`config.mk`:
```
export PLATFORM = sky130hd
export DESIGN_NAME = alu_op_sequencer
export DESIGN_NICKNAME = d
export VERILOG_FILES = /design/src/rtl/alu_pkg.sv /design/src/rtl/alu_op_sequencer.sv
export SDC_FILE = /design/constraint.sdc
export NUM_CORES = 1
export LEC_CHECK = 0
export ABC_AREA = 1
export CORE_MARGIN = 2
export CORE_UTILIZATION = 43
export DETAILED_ROUTE_END_ITERATION = 7
export PLACE_DENSITY = 0.9
export SYNTH_ARGS = -nofsm -noshare
export SYNTH_HDL_FRONTEND = slang
export SYNTH_SLANG_ARGS = --single-unit
```
`constraint.sdc`:
```
create_clock -name clk -period 2.2 [get_ports clk]
set_input_delay 0.44 -clock clk [delete_from_list [all_inputs] [get_ports clk]]
set_output_delay 0.44 -clock clk [all_outputs]
set_load 0.05 [all_outputs]
```
`src/rtl/alu_pkg.sv`:
```
// Shared definitions for the ALU port: control codes, flag layout and the
// sequencer FSM state encoding.
`timescale 1ns/1ps
package alu_pkg;

  // ALU control codes
  localparam logic [2:0] ALU_ADD = 3'b000;
  localparam logic [2:0] ALU_SUB = 3'b001;
  localparam logic [2:0] ALU_AND = 3'b010;
  localparam logic [2:0] ALU_OR  = 3'b011;
  localparam logic [2:0] ALU_SLL = 3'b100;
  localparam logic [2:0] ALU_SRL = 3'b101;
  localparam logic [2:0] ALU_XOR = 3'b110;
  localparam logic [2:0] ALU_SLT = 3'b111;

  // Flag vector layout: {ovf, carry, sign, zero}
  localparam int FLAG_W = 4;
  localparam int FLG_Z  = 0;
  localparam int FLG_S  = 1;
  localparam int FLG_C  = 2;
  localparam int FLG_V  = 3;

  // Sequencer FSM encoding
  localparam int         STATE_W   = 2;
  localparam logic [1:0] ST_IDLE   = 2'd0;
  localparam logic [1:0] ST_SETTLE = 2'd1;
  localparam logic [1:0] ST_RESP   = 2'd2;

endpackage

```
`src/rtl/alu_op_sequencer.sv`:
```
// Initiator side of the combinational ALU port. Registers an accepted
// operation onto alu_*, waits SETTLE_CYCLES edges, samples result and flags
// into a response register and the architectural flag register.
//
// Handshakes: a transfer happens on a rising edge where valid && ready are
// both high. The request side may drop or change req_* freely while
// req_ready is low; the response side holds rsp_result/rsp_flags stable from
// rsp_valid rising until the edge where rsp_ready is seen high. req_ready in
// RESP follows rsp_ready so a new request can be taken on the same edge the
// current response is consumed.
`timescale 1ns/1ps
module alu_op_sequencer
  import alu_pkg::*;
#(
  parameter int DATA_W        = 32,
  parameter int CTRL_W        = 3,
  parameter int SETTLE_CYCLES = 1
) (
  input  logic                clk,
  input  logic                rst_n,
  input  logic                req_valid,
  output logic                req_ready,
  input  logic [CTRL_W-1:0]   req_ctrl,
  input  logic [DATA_W-1:0]   req_a,
  input  logic [DATA_W-1:0]   req_b,
  output logic [CTRL_W-1:0]   alu_ctrl,
  output logic [DATA_W-1:0]   alu_a,
  output logic [DATA_W-1:0]   alu_b,
  input  logic [DATA_W-1:0]   alu_out,
  input  logic                alu_zero,
  input  logic                alu_sign,
  input  logic                alu_carry,
  input  logic                alu_ovf,
  output logic                rsp_valid,
  input  logic                rsp_ready,
  output logic [DATA_W-1:0]   rsp_result,
  output logic [FLAG_W-1:0]   rsp_flags,
  output logic [FLAG_W-1:0]   flags_q,
  output logic                busy,
  output logic [STATE_W-1:0]  dbg_state
);

  localparam int               CNT_W    = $clog2(SETTLE_CYCLES) + 1;
  localparam logic [CNT_W-1:0] CNT_LOAD = CNT_W'(SETTLE_CYCLES - 1);

  logic [STATE_W-1:0] state;
  logic [CNT_W-1:0]   cnt;
  logic               accept;

  // Request acceptance: idle, or consuming the current response this edge
  always_comb begin
    req_ready = 1'b0;
    if (rst_n) begin
      case (state)
        ST_IDLE: req_ready = 1'b1;
        ST_RESP: req_ready = rsp_ready;
        default: req_ready = 1'b0;
      endcase
    end
  end

  assign accept    = req_valid && req_ready;
  assign busy      = (state != ST_IDLE);
  assign dbg_state = state;

  // FSM, operand registers, settle counter and sampled response
  always_ff @(posedge clk or negedge rst_n) begin
    if (!rst_n) begin
      state      <= ST_IDLE;
      cnt        <= '0;
      alu_ctrl   <= '0;
      alu_a      <= '0;
      alu_b      <= '0;
      rsp_valid  <= 1'b0;
      rsp_result <= '0;
      rsp_flags  <= '0;
      flags_q    <= '0;
    end else begin
      if (accept) begin
        alu_ctrl <= req_ctrl;
        alu_a    <= req_a;
        alu_b    <= req_b;
        cnt      <= CNT_LOAD;
      end
      case (state)
        ST_IDLE: begin
          if (accept) state <= ST_SETTLE;
        end
        ST_SETTLE: begin
          if (cnt != '0) begin
            cnt <= cnt - 1'b1;
          end else begin
            rsp_result <= alu_out;
            rsp_flags  <= {alu_ovf, alu_carry, alu_sign, alu_zero};
            flags_q    <= {alu_ovf, alu_carry, alu_sign, alu_zero};
            rsp_valid  <= 1'b1;
            state      <= ST_RESP;
          end
        end
        ST_RESP: begin
          if (accept) begin
            rsp_valid <= 1'b0;
            state     <= ST_SETTLE;
          end else if (rsp_ready) begin
            rsp_valid <= 1'b0;
            state     <= ST_IDLE;
          end
        end
        default: begin
          rsp_valid <= 1'b0;
          state     <= ST_IDLE;
        end
      endcase
    end
  end

endmodule

```
==> load_flow_metrics.sql <==
INSERT INTO impl_metrics (metric_group, metric, value, unit) VALUES
('global_route', 'antenna_found_initial', '0', ''),
('setup_path', 'regToRegStartpoint', 'dbg_state[0]', ''),
('clock_tree', 'cts_hold_buf', '0', ''),
('timing', 'timing.slew.headroom', '50.2', '%'),
('floorplanning', 'floorplan.io_pins', '219', ''),
('setup_path', 'timing.critical_path.buf_inv', '1', ''),
('yosys', 'yosys_register_bits', '107', ''),
('yosys', 'yosys.area.top_type', 'sky130_fd_sc_hd__dfrtp_1', ''),
('setup_path', 'start_kind', 'flop', ''),
('yosys', 'mapped_nets', '589', ''),
('route', 'vias', '4197', ''),
('power', 'vdd.ir_drop.worst', '0.000588', 'V'),
('floorplanning', 'dieHeight', '105', 'um'),
('power', 'p_leak', '0.00327', 'uW'),
('place', 'dpl.cell_count', '801', ''),
('layout', 'post_route_cells_drive_above_1_share', '5.42', '%'),
('timing', 'timing.setup.tns', '0', 'ns'),
('global_route', 'first_global_vias', '4087', ''),
('route', 'remaining_drc_errors', '0', ''),
('setup_path', 'worst_reg_to_reg_cells', '5', ''),
('floorplanning', 'floorplan.initialDensity', '44.6', '%'),
('setup_path', 'worst_path_dominant_cell_family', 'buffers and inverters', ''),
('clock_tree', 'cts.sink_count', '107', ''),
('layout', 'most_common_cell_after_layout_fill_and_taps_aside', 'sky130_fd_sc_hd__nand2_1', ''),
('global_route', 'largest_net_degree_at_the_start_of_global_routing', '60', ''),
('setup_path', 'timing.critical_path.to_type', 'primary output', ''),
('layout', 'area.growth.synth_to_final', '55.7', '%'),
('timing', 'timing.clock.skew', '0.0131', 'ns'),
('route', 'total_routed_length', '12800', 'um'),
('route', 'highest_layer', 'met4', ''),
('place', 'post-dp-hpwl', '9170', 'um'),
('place', 'portBuffers', '218', ''),
('run_status', 'run_status', 'complete, no violations', ''),
('setup_path', 'regToRegSetupSlack', '0.80', 'ns'),
('floorplanning', 'fp.coreArea', '9820', 'um^2'),
('flow_run', 'timing.max_cap.violations', '0', ''),
('timing', 'maxSlewViolCount', '0', ''),
('route', 'route.detailed.vias_per_inst', '5.14', ''),
('route', 'routed_length_per_instance', '15.7', 'um'),
('global_route', 'wire_length_of_the_first_global_routing_pass', '20600', 'um'),
('timing', 'min_period', '2.09', 'ns'),
('layout', 'layout.cells.non_filler', '816', ''),
('layout', 'mostFrequentLayoutCells', '214 x sky130_fd_sc_hd__nand2_1, 213 x sky130_fd_sc_hd__clkdlybuf4s50_1, 107 x sky130_fd_sc_hd__dfrtp_1, 67 x sky130_fd_sc_hd__nand4_1, 37 x sky130_fd_sc_hd__nand3_1', ''),
('setup_path', 'cp-endpoint', 'dbg_state[0]', ''),
('timing', 'rsz0062_at_grt', 'false', ''),
('timing', 'worst_slew_pin_slew', '0.747', 'ns'),
('timing', 'setup_viol_count_final', '0', ''),
('yosys', 'synth_warnings', '0', ''),
('floorplanning', 'chipWidth', '105', 'um'),
('route', 'dr_wl_met3', '931', 'um'),
('setup_path', 'cp_max_fo', '4', ''),
('clock_tree', 'cts.reportedPaths.clkPinSlew', '0.10', 'ns'),
('layout', 'antenna_cells', '0', ''),
('yosys', 'syn-instance-count', '482', ''),
('global_route', 'grtUsageTotal', '23.3', '%'),
('route', 'dr.pass1.iters', '4', ''),
('setup_path', 'crit_type', 'reg2out', ''),
('yosys', 'yosys.cell_types.count', '17', ''),
('timing', 'maxClockFrequency', '0.479', 'GHz'),
('setup_path', 'setup.worst_path.start', 'dbg_state[0]', ''),
('setup_path', 'worstReg2RegEnd', 'alu_ctrl[2]', ''),
('layout', 'fillers', '747', ''),
('yosys', 'synth_top_cells_by_area', 'sky130_fd_sc_hd__dfrtp_1 61%, sky130_fd_sc_hd__nand2_1 18%, sky130_fd_sc_hd__nand4_1 9.6%', ''),
('floorplanning', 'row_count', '36', ''),
('setup_path', 'cp_cell_sequence', 'clkdlybuf4s50_1', ''),
('power', 'power_per_cell_area', '1060', 'nW/um^2'),
('yosys', 'synth.avg_cell_area', '9.09', 'um^2'),
('layout', 'finish.net_count', '786', ''),
('clock_tree', 'htree_levels', '3', ''),
('hold_path', 'min_path_type', 'in2async', ''),
('clock_tree', 'clock_tree_from_tritoncts', 'done', '');
## worst register-to-register path: cells and delay by family (launching register included)
kind | cells | cell delay, ns
flip-flops | 1 | 0.44
buffers and inverters | 1 | 0.30
AND/OR/NAND/NOR | 4 | 0.55
## routing by layer
layer	vias up	GRT usage, %
li1	1972	-
met1	1994	30.0
met2	207	39.7
met3	24	3.99
met4	0	8.10
met5	-	0
## cells in the mapped netlist (all sizes together)
library cell / n
and2: 1
buf: 33
clkbuf: 12
dfrtp: 107
inv: 5
nand2: 215
nand3: 38
nand4: 67
nor2: 3
or2: 1
## stage by stage
| stage | hold slack (ns) | cell area [um^2] | power, uW | worst slack, ns |
|---|---|---|---|---|
| 4_1_cts | 0.198 | 6820 | 7250 | 0.0970 |
| 2_1_floorplan | 0.144 | 4380 | 4680 | 0.315 |
| 5_1_grt | 0.231 | 6820 | 7510 | 0.0591 |
| 3_3_place_gp | 0.453 | 6610 | 5910 | 0.339 |
| 6_report | 0.189 | 6820 | 7200 | 0.112 |
| 3_5_place_dp | 0.457 | 6610 | 5980 | 0.318 |
## worst min path at each step
stage,from,endpoint,slack [ns],depth (start not counted)
5_1_grt,rst_n,rsp_result[30],0.23,2
6_report,rst_n,rsp_result[23],0.19,2
4_1_cts,rst_n,rsp_result[27],0.20,2
2_1_floorplan,rst_n,alu_a[0],0.14,0
3_5_place_dp,rsp_result[7],rsp_result[7],0.46,2
3_3_place_gp,rsp_result[8],rsp_result[8],0.45,2
## where the power goes
part / switching, uW / leakage, uW / internal, uW
combinational: 2220 / 0.00184 / 1080
clock: 623 / 0.0000996 / 639
sequential: 252 / 0.00133 / 2380
total: 3100 / 0.00327 / 4100
## kinds of logic (layout without fill, tap and decap cells)
logic type	Yosys count	count (layout)	synth area share, %
flops	107	107	61.1
buf+inv	50	251	5.57
simple gates	325	325	33.3
## cell type report
type / count / area, um^2 / area share, %
Multi-Input combinational cell: 325 / 1460 / 21.4
Timing Repair Buffer: 231 / 2290 / 33.6
Sequential cell: 107 / 2680 / 39.3
Clock inverter: 4 / 76.3 / 1.12
Tap cell: 133 / 166 / 2.44
Inverter: 5 / 18.8 / 0.275
Clock buffer: 11 / 131 / 1.93
## state kept, by name, indices dropped and copies added, names as in the netlist
signal and flops:
rsp_valid 1, alu_b 32, rsp_result 32, flags_q 4
dbg_state 2, alu_ctrl 3, alu_a 32, cnt 1
Power figures use the tool's default switching activity.
